$ cat config.mk
export PLATFORM = sky130hd
export DESIGN_NAME = axis_gpio_seq
export DESIGN_NICKNAME = d
export VERILOG_FILES = /design/src/rtl/axis_gpio_seq_pkg.sv /design/src/rtl/seq_cmd_fifo.sv /design/src/rtl/axis_gpio_seq.sv
export SDC_FILE = /design/constraint.sdc
export NUM_CORES = 1
export LEC_CHECK = 0
export BUFFER_PORTS_ARGS = -buffer_cell sky130_fd_sc_hd__buf_4
export CAP_MARGIN = 30
export CORE_ASPECT_RATIO = 0.7
export CORE_MARGIN = 4
export CORE_UTILIZATION = 55
export CTS_CLUSTER_DIAMETER = 150
export DETAILED_ROUTE_END_ITERATION = 10
export PLACE_DENSITY = 0.76
export SYNTH_ARGS = -nofsm -noshare
export SYNTH_HDL_FRONTEND = slang
export SYNTH_SLANG_ARGS = --single-unit
$ cat constraint.sdc
create_clock -name clk -period 3.7 [get_ports clk]
set_clock_uncertainty 0.2 [all_clocks]
set_input_delay 0.555 -clock clk [delete_from_list [all_inputs] [get_ports clk]]
set_output_delay 0.555 -clock clk [all_outputs]
set_load 0.01 [all_outputs]
$ cat src/rtl/axis_gpio_seq_pkg.sv
`default_nettype none
// ============================================================================
// Package     : axis_gpio_seq_pkg
// Description : Opcodes, state encoding, status layout and command field
//               helpers shared by the GPIO sequencer.
// Revision    : 1.0 - initial release
// ============================================================================
package axis_gpio_seq_pkg;

    // Command word type carried on wuser
    localparam logic c_WUSER_GPIO = 1'b0;
    localparam logic c_WUSER_CTRL = 1'b1;

    // Control word opcodes in bits [31:30]
    localparam logic [1:0] c_OP_DELAY = 2'b00;
    localparam logic [1:0] c_OP_WAIT  = 2'b01;
    localparam logic [1:0] c_OP_SYNC  = 2'b10;
    localparam logic [1:0] c_OP_NOP   = 2'b11;

    // FIFO entry is {wuser, wdata}
    localparam int c_CMD_W = 33;

    typedef enum logic [1:0] {
        ST_IDLE  = 2'd0,
        ST_ISSUE = 2'd1,
        ST_DELAY = 2'd2,
        ST_WAIT  = 2'd3
    } seq_state_t;

    // Status word bit positions
    localparam int c_STAT_BUSY_BIT  = 31;
    localparam int c_STAT_TMO_BIT   = 30;
    localparam int c_STAT_STATE_LSB = 28;
    localparam int c_STAT_COUNT_W   = 9;

    function automatic logic [1:0] cmd_op(input logic [31:0] w);
        return w[31:30];
    endfunction

    function automatic logic [23:0] cmd_count(input logic [31:0] w);
        return w[23:0];
    endfunction

    function automatic logic [3:0] cmd_pin(input logic [31:0] w);
        return w[27:24];
    endfunction

    function automatic logic cmd_level(input logic [31:0] w);
        return w[28];
    endfunction

endpackage
`default_nettype wire

$ cat src/rtl/seq_cmd_fifo.sv
`default_nettype none
// ============================================================================
// Module      : seq_cmd_fifo
// Description : Synchronous show-ahead command FIFO with registered fill
//               count and a flush that also drops a same-cycle push.
// Revision    : 1.0 - initial release
// ============================================================================
module seq_cmd_fifo #(
    parameter int DEPTH = 16,
    parameter int WIDTH = 33
) (
    input  logic                       clk,
    input  logic                       rst,
    input  logic                       flush,
    input  logic                       push,
    input  logic [WIDTH-1:0]           push_data,
    input  logic                       pop,
    output logic [WIDTH-1:0]           head_data,
    output logic                       full,
    output logic                       empty,
    output logic [$clog2(DEPTH):0]     count
);

    localparam int              c_AW   = $clog2(DEPTH);
    localparam logic [c_AW:0]   c_FULL = DEPTH[c_AW:0];

    logic [WIDTH-1:0] r_mem [DEPTH];
    logic [c_AW-1:0]  r_wr_ptr;
    logic [c_AW-1:0]  r_rd_ptr;
    logic [c_AW:0]    r_count;
    logic             w_push;
    logic             w_pop;

    assign full      = (r_count == c_FULL);
    assign empty     = (r_count == '0);
    assign count     = r_count;
    assign head_data = r_mem[r_rd_ptr];

    assign w_push = push && !full && !flush;
    assign w_pop  = pop && !empty && !flush;

    always_ff @(posedge clk) begin
        if (w_push) begin
            r_mem[r_wr_ptr] <= push_data;
        end
    end

    always_ff @(posedge clk) begin
        if (rst || flush) begin
            r_wr_ptr <= '0;
            r_rd_ptr <= '0;
            r_count  <= '0;
        end else begin
            if (w_push) begin
                r_wr_ptr <= r_wr_ptr + 1'b1;
            end
            if (w_pop) begin
                r_rd_ptr <= r_rd_ptr + 1'b1;
            end
            case ({w_push, w_pop})
                2'b10:   r_count <= r_count + 1'b1;
                2'b01:   r_count <= r_count - 1'b1;
                default: r_count <= r_count;
            endcase
        end
    end

endmodule
`default_nettype wire

$ cat src/rtl/axis_gpio_seq.sv
`default_nettype none
// ============================================================================
// Module      : axis_gpio_seq
// Description : Command-driven GPIO sequencer: buffers GPIO and control words,
//               issues GPIO words, delays, waits on input pins, emits SYNC.
// Revision    : 1.0 - initial release
// ============================================================================
module axis_gpio_seq #(
    parameter int CMD_DEPTH = 16,
    parameter int GPI_WIDTH = 15
) (
    input  logic                 clk,
    input  logic                 rst,
    input  logic [31:0]          axis_cmd_wdata,
    input  logic                 axis_cmd_wuser,
    input  logic                 axis_cmd_wvalid,
    output logic                 axis_cmd_wready,
    output logic [31:0]          axis_stat_rdata,
    output logic                 axis_stat_rvalid,
    input  logic                 axis_stat_rready,
    output logic [31:0]          gpio_wdata,
    output logic                 gpio_wvalid,
    input  logic                 gpio_wready,
    input  logic [GPI_WIDTH-1:0] gpi_data,
    input  logic                 seq_abort,
    output logic                 seq_event,
    output logic                 seq_busy
);

    import axis_gpio_seq_pkg::*;

    localparam int c_CW = $clog2(CMD_DEPTH) + 1;

    seq_state_t          r_state;
    seq_state_t          w_state_nxt;

    logic [c_CMD_W-1:0]  w_head;
    logic                w_head_user;
    logic [31:0]         w_head_data;
    logic                w_fifo_full;
    logic                w_fifo_empty;
    logic [c_CW-1:0]     w_fifo_count;

    logic                w_pop;
    logic                w_tmo_evt;
    logic                w_pin;
    logic                w_idx_bad;
    logic [15:0]         w_gpi_pad;
    logic [31:0]         w_status;

    logic [23:0]         r_cnt;
    logic                r_wait_inf;
    logic [3:0]          r_wait_idx;
    logic                r_wait_lvl;
    logic [31:0]         r_gpio_data;
    logic                r_event;
    logic                r_timeout;

    seq_cmd_fifo #(
        .DEPTH (CMD_DEPTH),
        .WIDTH (c_CMD_W)
    ) u_fifo (
        .clk       (clk),
        .rst       (rst),
        .flush     (seq_abort),
        .push      (axis_cmd_wvalid),
        .push_data ({axis_cmd_wuser, axis_cmd_wdata}),
        .pop       (w_pop),
        .head_data (w_head),
        .full      (w_fifo_full),
        .empty     (w_fifo_empty),
        .count     (w_fifo_count)
    );

    assign w_head_user = w_head[c_CMD_W-1];
    assign w_head_data = w_head[31:0];

    // Pin index is 4 bits; pad the input bus so any index selects safely
    generate
        if (GPI_WIDTH >= 16) begin : g_gpi_wide
            assign w_gpi_pad = gpi_data[15:0];
        end else begin : g_gpi_narrow
            assign w_gpi_pad = {{(16-GPI_WIDTH){1'b0}}, gpi_data};
        end
    endgenerate

    assign w_pin     = w_gpi_pad[r_wait_idx];
    assign w_idx_bad = ({28'd0, r_wait_idx} >= 32'(GPI_WIDTH));

    always_ff @(posedge clk) begin
        if (rst) begin
            r_state <= ST_IDLE;
        end else begin
            r_state <= w_state_nxt;
        end
    end

    always_comb begin
        w_state_nxt = r_state;
        w_pop       = 1'b0;
        w_tmo_evt   = 1'b0;
        case (r_state)
            ST_IDLE: begin
                if (!w_fifo_empty) begin
                    w_pop = 1'b1;
                    if (w_head_user == c_WUSER_GPIO) begin
                        w_state_nxt = ST_ISSUE;
                    end else begin
                        case (cmd_op(w_head_data))
                            c_OP_DELAY: w_state_nxt = ST_DELAY;
                            c_OP_WAIT:  w_state_nxt = ST_WAIT;
                            default:    w_state_nxt = ST_IDLE;
                        endcase
                    end
                end
            end
            ST_ISSUE: begin
                if (gpio_wready) begin
                    w_state_nxt = ST_IDLE;
                end
            end
            ST_DELAY: begin
                if (r_cnt == 24'd0) begin
                    w_state_nxt = ST_IDLE;
                end
            end
            ST_WAIT: begin
                if (w_idx_bad) begin
                    w_tmo_evt   = 1'b1;
                    w_state_nxt = ST_IDLE;
                end else if (w_pin == r_wait_lvl) begin
                    w_state_nxt = ST_IDLE;
                end else if (!r_wait_inf && r_cnt <= 24'd1) begin
                    w_tmo_evt   = 1'b1;
                    w_state_nxt = ST_IDLE;
                end
            end
            default: w_state_nxt = ST_IDLE;
        endcase
        if (seq_abort) begin
            w_state_nxt = ST_IDLE;
            w_pop       = 1'b0;
            w_tmo_evt   = 1'b0;
        end
    end

    // DELAY loads N-1 so the state lasts N cycles (minimum one);
    // WAIT loads T and times out on the cycle the count reaches one.
    always_ff @(posedge clk) begin
        if (rst) begin
            r_cnt       <= '0;
            r_wait_inf  <= 1'b0;
            r_wait_idx  <= '0;
            r_wait_lvl  <= 1'b0;
            r_gpio_data <= '0;
            r_event     <= 1'b0;
            r_timeout   <= 1'b0;
        end else begin
            r_event <= w_pop && (w_head_user == c_WUSER_CTRL) &&
                       (cmd_op(w_head_data) == c_OP_SYNC);
            if (w_tmo_evt) begin
                r_timeout <= 1'b1;
            end else if (axis_stat_rready) begin
                r_timeout <= 1'b0;
            end
            if (w_pop) begin
                if (w_head_user == c_WUSER_GPIO) begin
                    r_gpio_data <= w_head_data;
                end else if (cmd_op(w_head_data) == c_OP_DELAY) begin
                    r_cnt <= (cmd_count(w_head_data) == 24'd0) ? 24'd0 :
                             cmd_count(w_head_data) - 24'd1;
                end else if (cmd_op(w_head_data) == c_OP_WAIT) begin
                    r_cnt      <= cmd_count(w_head_data);
                    r_wait_inf <= (cmd_count(w_head_data) == 24'd0);
                    r_wait_idx <= cmd_pin(w_head_data);
                    r_wait_lvl <= cmd_level(w_head_data);
                end
            end else if ((r_state == ST_DELAY || r_state == ST_WAIT) && r_cnt != 24'd0) begin
                r_cnt <= r_cnt - 24'd1;
            end
        end
    end

    always_comb begin
        w_status                                = '0;
        w_status[c_STAT_BUSY_BIT]               = seq_busy;
        w_status[c_STAT_TMO_BIT]                = r_timeout;
        w_status[c_STAT_STATE_LSB +: 2]         = r_state;
        w_status[c_STAT_COUNT_W-1:0]            = 9'(w_fifo_count);
    end

    assign axis_cmd_wready  = ~w_fifo_full;
    assign axis_stat_rdata  = w_status;
    assign axis_stat_rvalid = 1'b1;
    assign gpio_wdata       = r_gpio_data;
    assign gpio_wvalid      = (r_state == ST_ISSUE);
    assign seq_event        = r_event;
    assign seq_busy         = ~w_fifo_empty | (r_state != ST_IDLE);

endmodule
`default_nettype wire

==> results.md, run 1 <==
* I/O pins at 123
* Final WS setup at -0.0393 ns
* Setup violators final at 2
* Crit path time final at between 3 and 4 ns
* Achievable Freq at 0.267 GHz
* Post-synthesis cell area at 24,700 um2
* Routability cong. at approximately 0.84
* Unrepaired setup endpoints after global routing: yes
* Ant diodes at 0
* Leakage Power at 9.62 nW
* Simple-Gate Fraction of Synth Area at 0.0561
* Fin. max-slew vios at 0
* Post-synth EDFFs at 528
* Synth cell count leaders: 528 x edfxtp_1, 131 x mux4_2, 118 x nor2_1, 83 x dfxtp_1, 59 x nand2_1
* Peak supply drop at 427 uV
* WL/cell at approximately 27 um
* Proportion of synthesized area in mux cells at 0.146
* CTS HTree Levels at 2
* Vias in the first global route at between 10k and 15k
* Die height at about 190 um
* CP required at 3.95 ns
* Failing checks: setup timing
* Synth-to-layout area growth at 18.2%
* Core area at roughly 44,000 um2
* Count leader, synth: edfxtp_1
* Post-synth top area share at 0.642
* Yosys Warn Count at 0
* Overflow after GRT at 0
* Post-CTS Hold Buffers at 0
* Gr usage total at 0.251
* Post-Syn Area per Cell at about 17 um2
* Clock transition at path regs at ~0.07 ns
* Distinct cells, synth at 69
* Placed cells at 2,148
* Die W at around 260 um
* Max-capacitance violation count at 0
* Non-Filler Instances at 2,263
* Share of cells above drive strength 1 at 0.302
* Final Hold Vio Count at 0
* CTS tree: yes
* Clk_lat worst skew at 0.59 ns
* Via count at 14.3k
* Clock tree buffer depth at 3
* Antenna viol nets, final at 0
* Initial DRT Pass Iterations at 5
* Critical-path maximum fanout at 8
* Row count at 64
* Min Hold Slack at 0.0355 ns
* Register bit total from synthesis at approximately 610
* CTS root buffer: clkbuf_16
* XOR/XNOR share of the synthesized area at 0.0124
* Data arrival time of the worst path at 3.98 ns
* Area contributors post-synth: edfxtp_1 64%, mux4_2 12%, dfxtp_1 6.7%
* Post-synthesis sequential area ratio at 0.709
* Sink Count at 611
* Global-route wire length before repair at 89.3 mm
* Total negative setup slack at -0.0759 ns
* Final WL at 61.8 mm
* Adder-Cell Fraction of Synth Area at 0.00740
* Worst hold path class: in2reg
* Port bufs at a little under 100
* Initial Util at 0.561
* Cell taking the most area after synthesis: edfxtp_1
* CTS buffer count at 54
* Slew HR at 0.470
* Initial antenna violation count at 0
* Initial DRC count at 1,746
* CP Launch Type: flop
* Die ar. at 48,400 um2
* Synth Area in Compound Gates at 0.0426
* Status: finished, violations left
* Fraction of registers with async set/reset at 0
* Vias per cell at 6.34
* Post-Syn Instances at 1,413
* Kind of critical path: reg2reg
* Post-synth top flop: edfxtp_1
* Worst-Margin Slew at 0.796 ns
* PwrDens at 482 nW/um2
* Largest family of logic cells by synthesized area: multiplexers
* Largest net degree at the start of global routing at approximately 70
* Final period util at 1.01
* DRC at 0
* Setup crit end kind: flop
* Fin nets at ~1.7k
* HPWL Detailed at 36.9 mm
## worst max-delay path, cell delays in order, from the launching register on
cell and delay, ns:
dfxtp_4 0.45, buf_12 0.16, buf_12 0.11, mux4_2 0.52
a22oi_1 0.20, nand2_1 0.16, nor4_4 0.29, buf_4 0.17
nor3b_4 0.27, nand4_1 0.25, o31a_4 0.49, a221oi_2 0.26
nor3_1 0.07
## repair_timing
action,CTS,global route
gates cloned,0,2
setup buffers,2,11
endpoints found under the hold margin,0,0
gates resized for setup,8,33
pin swaps,0,17
setup endpoints to repair,25,25
## per-stage QoR
stage          utilization  area (um2)  setup WS, ns  power [W]
6_report             0.663       29200       -0.0393     0.0141
5_1_grt              0.663       29200        -0.178     0.0145
4_1_cts              0.655       28900        0.0142     0.0141
3_5_place_dp         0.613       27000        -0.200    0.00838
3_3_place_gp         0.613       27000        -0.121    0.00836
2_1_floorplan            -       24800        0.0314    0.00808
## registers in the layout, indices dropped and copies added, names as in the netlist, 2 cells and up, named ones only
| signal | cells |
|---|---|
| gpio_wdata | 32 |
| u_fifo.count | 5 |
| r_cnt | 24 |
| r_state | 2 |
| u_fifo.r_mem | 528 |
| u_fifo.r_wr_ptr | 4 |
| u_fifo.r_rd_ptr | 4 |
| r_wait_idx | 4 |
## where the power goes
part | switching (W) | leakage [nW] | internal (W) | total [W]
logic | 0.000434 | 3.31 | 0.000315 | 0.000749
registers | 0.0000236 | 5.43 | 0.00751 | 0.00753
clock network | 0.00246 | 0.884 | 0.00331 | 0.00577
## area by class of cell
class                   instances  area (um2)
multi-input cells             711        6970
flip-flops and latches        611       17500
inverters                      17        63.8
repair buffers                230        2070
fillers                      2889       14900
well taps                     594         743
clock inverters                26         312
clock buffers                  74        1490
## path summary, 6_finish.rpt
| kind | end | cells past startpoint | from | slack, ns |
|---|---|---|---|---|
| worst max-delay path | r_cnt[11] | 12 | flop | -0.04 |
| worst min-delay path | r_timeout | 3 | axis_stat_rready | 0.04 |
| worst max register to register | r_cnt[11] | 12 | flop | -0.04 |
| worst min register to register | r_timeout | 2 | r_timeout | 0.28 |
## logic make-up after synthesis
| family | Yosys count |
|---|---|
| AOI/OAI and AO/OA | 157 |
| xor gates and xnor gates | 35 |
| adders and majority gates | 14 |
| buffers and inverters | 114 |
| DFF | 611 |
| muxes | 192 |
| other | 2 |
| and+or+nand+nor | 288 |
## placed cells by master, fill, tap and decap left out, types with 6 or more instances in the layout
cell type	synthesis	final
edfxtp_1	528	528
buf_4	28	200
mux4_2	131	131
nor2_1	118	106
dfxtp_1	83	80
mux2i_1	55	55
clkbuf_16	0	55
nand2_1	59	54
a21oi_1	38	38
a22oi_1	39	30
o21ai_0	25	24
conb_1	2	24
buf_12	1	23
xnor2_1	21	21
nor3_1	27	21
inv_1	16	16
xor2_1	14	14
nand3_1	13	13
ha_1	13	13
nor2b_1	12	12
nor2_4	0	12
clkbuf_1	39	12
clkinv_1	1	10
a22oi_2	1	10
nor4_1	12	9
nand2b_1	8	8
o22ai_1	7	7
clkinv_2	0	7
bufinv_16	0	7
a31oi_1	6	6
clkbuf_8	0	6
## per-layer routing
metal  track usage  up-vias  routed length (um)
met5             0        -                   0
met4        0.0676        0                1790
met3        0.0584      133                6140
met2         0.396      864               29500
met1         0.359     7352               24400
li1              -     5995                   -
Power figures use the tool's default switching activity.
==> run 2: changes to the inputs <==
--- a/config.mk
+++ b/config.mk
@@ -12,7 +12,9 @@
 export CORE_UTILIZATION = 55
 export CTS_CLUSTER_DIAMETER = 150
 export DETAILED_ROUTE_END_ITERATION = 10
+export HOLD_SLACK_MARGIN = 0.12
 export PLACE_DENSITY = 0.76
+export RECOVER_POWER = 50
 export SYNTH_ARGS = -nofsm -noshare
 export SYNTH_HDL_FRONTEND = slang
 export SYNTH_SLANG_ARGS = --single-unit
==> run 2 against run 1 <==
Non-clock buffer count increased by 36. Combinational power rose by 1%. Hold slack better by 0.12 ns. Wire length is 0.19% higher. Die area is the same. Core utilization increased by 0.16 points. The run still ends with setup timing left. Via count grew 0.68%. Global-route usage rose by 0.084 points. Count of clock-buffer cells in the layout unchanged. Sequential power hardly changed. Cell area grew 0.24%. Clock power about the same.
==> results.md, run 2 (synthesis results as in run 1) <==
* Status: finished, violations left (unchanged)
* Failing checks: setup timing (unchanged)
* Data arrival time of the worst path at 3.99 ns (was 3.98 ns)
* Gr usage total at 0.251 (about the same)
* Achievable Freq at 0.267 GHz (about the same)
* Fin. max-slew vios at 0 (unchanged)
* Largest net degree at the start of global routing at 69 (unchanged)
* PwrDens at 481 nW/um2 (was 482 nW/um2)
* CTS HTree Levels at 2 (unchanged)
* Core area at 44,000 um2 (unchanged)
* Overflow after GRT at 0 (unchanged)
* Initial DRC count at 1,720 (was 1,746)
* Min Hold Slack at 0.155 ns (was 0.0355 ns)
* HPWL Detailed at 36.9 mm (unchanged)
* CP required at 3.94 ns (was 3.95 ns)
* I/O pins at 123 (unchanged)
* Vias in the first global route at 14.2k (was 14.0k)
* CP Launch Type: flop (unchanged)
* Routability cong. at 0.842 (unchanged)
* Most frequent cells in the layout: 528 x edfxtp_1, 131 x mux4_2, 123 x buf_4, 107 x nor2_1, 89 x clkbuf_1 (was 528 x edfxtp_1, 200 x buf_4, 131 x mux4_2, 106 x nor2_1, 80 x dfxtp_1)
* Port bufs at 98 (unchanged)
* Unrepaired setup endpoints after global routing: yes (unchanged)
* Setup violators final at 2 (unchanged)
* Leakage Power at 9.47 nW (was 9.62 nW)
* Antenna viol nets, final at 0 (unchanged)
* Setup crit end kind: flop (unchanged)
* Fin nets at 1,729 (was 1,693)
* Critical-path maximum fanout at 8 (unchanged)
* Initial DRT Pass Iterations at 5 (unchanged)
* Global-route wire length before repair at 89.8 mm (was 89.3 mm)
* WL/cell at 26.9 um (was 27.3 um)
* Clk_lat worst skew at 0.59 ns (about the same)
* Max-capacitance violation count at 0 (unchanged)
* Commonest non-fill, non-tap cell in the layout: edfxtp_1 (unchanged)
* Design Area, Final at 29,200 um2 (about the same)
* Kind of critical path: reg2reg (unchanged)
* CP cell instances: buf_12 -> buf_12 -> mux4_2 -> a22oi_1 -> nand2_1 -> nor4_4 -> buf_4 -> nor3b_4 -> nand4_1 -> o31a_4 -> a221oi_2 -> nor3_1 (unchanged)
* Sink Count at 611 (unchanged)
* Share of cells above drive strength 1 at 0.250 (was 0.302)
* Synth-to-layout area growth at 18.4% (was 18.2%)
* Filler cell count in the final layout at 2,946 (was 2,889)
* Slew HR at 0.247 (was 0.470)
* Via count at 14.4k (was 14.3k)
* Cell repeated most along the worst path: buf_12 (unchanged)
* CTS root buffer: clkbuf_16 (unchanged)
* Die W at 261 um (unchanged)
* Total negative setup slack at -0.0891 ns (was -0.0759 ns)
* Final WL at 61.9 mm (was 61.8 mm)
* Worst-Margin Slew at 1.13 ns (was 0.796 ns)
* Max stage delay on crit path at 0.52 ns (about the same)
* Die ar. at 48,400 um2 (unchanged)
* CTS tree: yes (unchanged)
* Crit path time final at 3.75 ns (was 3.74 ns)
* CTS buffer count at 54 (unchanged)
* Final Hold Vio Count at 0 (unchanged)
* DRC at 0 (unchanged)
* Placed cell area at 27,000 um2 (unchanged)
* Initial antenna violation count at 2 (was 0)
* Worst hold path class: in2reg (unchanged)
* Biggest register: u_fifo.r_mem (unchanged)
* Vias per cell at 6.28 (was 6.34)
* Max FFs per register at 528 (unchanged)
* Clock tree buffer depth at 3 (unchanged)
* Peak supply drop at 423 uV (was 427 uV)
* Die height at 185 um (unchanged)
* Final WS setup at -0.0469 ns (was -0.0393 ns)
* Clock transition at path regs at 0.07 ns (about the same)
* Post-place setup slack at -0.200 ns (unchanged)
* Critical path's slowest cell: mux4_2 (unchanged)
* Reg2Reg Setup Slack at -0.05 ns (was -0.04 ns)
* Final period util at 1.01 (about the same)
* Initial Util at 0.561 (unchanged)
* Row count at 64 (unchanged)
## run 2: worst max-delay path, delay by kind of cell (launching register included)
kind,cells,cell delay [ns]
multiplexers,1,0.52
buffers and inverters,3,0.44
AO/OA/AOI/OAI,3,0.94
flip-flops,1,0.45
AND/OR/NAND/NOR,5,1.05
## run 2: final cells by class
class | count | area (um2) | share of cell area
Antenna cell | 2 | 5.00 | 0.000171
Multi-Input combinational cell | 711 | 6960 | 0.238
Sequential cell | 611 | 17500 | 0.599
Clock buffer | 74 | 1490 | 0.0511
Clock inverter | 26 | 312 | 0.0107
Tap cell | 594 | 743 | 0.0254
Timing Repair Buffer | 266 | 2150 | 0.0734
Inverter | 17 | 63.8 | 0.00218
## run 2: report_power, final
| part | leakage, nW | switching [W] | internal, W |
|---|---|---|---|
| Combinational | 3.16 | 0.000444 | 0.000316 |
| Clock | 0.884 | 0.00246 | 0.00331 |
| Sequential | 5.43 | 0.0000235 | 0.00751 |
| Total | 9.47 | 0.00293 | 0.0111 |
## run 2: worst paths after layout
path | start | to | cells past startpoint
worst min-delay path | axis_cmd_wvalid | u_fifo.r_wr_ptr[1] | 4
worst max register to register | flop | r_cnt[9] | 12
worst min register to register | r_wait_inf | r_wait_inf | 2
worst max-delay path | flop | r_cnt[9] | 12
## run 2: metal layers
layer,global-route usage,part of all wire,vias up
met4,0.0672,0.027,0
met2,0.398,0.48,799
li1,-,-,6085
met3,0.0570,0.099,128
met5,0,0,-
met1,0.361,0.39,7429
## run 2: repair_timing
item | CTS | global route
gates cloned | 0 | 2
gates resized for setup | 8 | 33
endpoints found under the setup margin | 25 | 25
buffers inserted | 2 | 11
endpoints found under the hold margin | 530 | 0
pin swaps | 0 | 17
hold buffers | 36 | 0
## run 2: through the flow
| step | std cells | util | total power (W) |
|---|---|---|---|
| after detailed placement | 2148 | 0.613 | 0.00838 |
| final | 2301 | 0.664 | 0.0141 |
| after global placement | 2148 | 0.613 | 0.00836 |
| after global routing | 2301 | 0.664 | 0.0145 |
| after CTS | 2286 | 0.664 | 0.0141 |
| after floorplan | 1435 | - | 0.00808 |
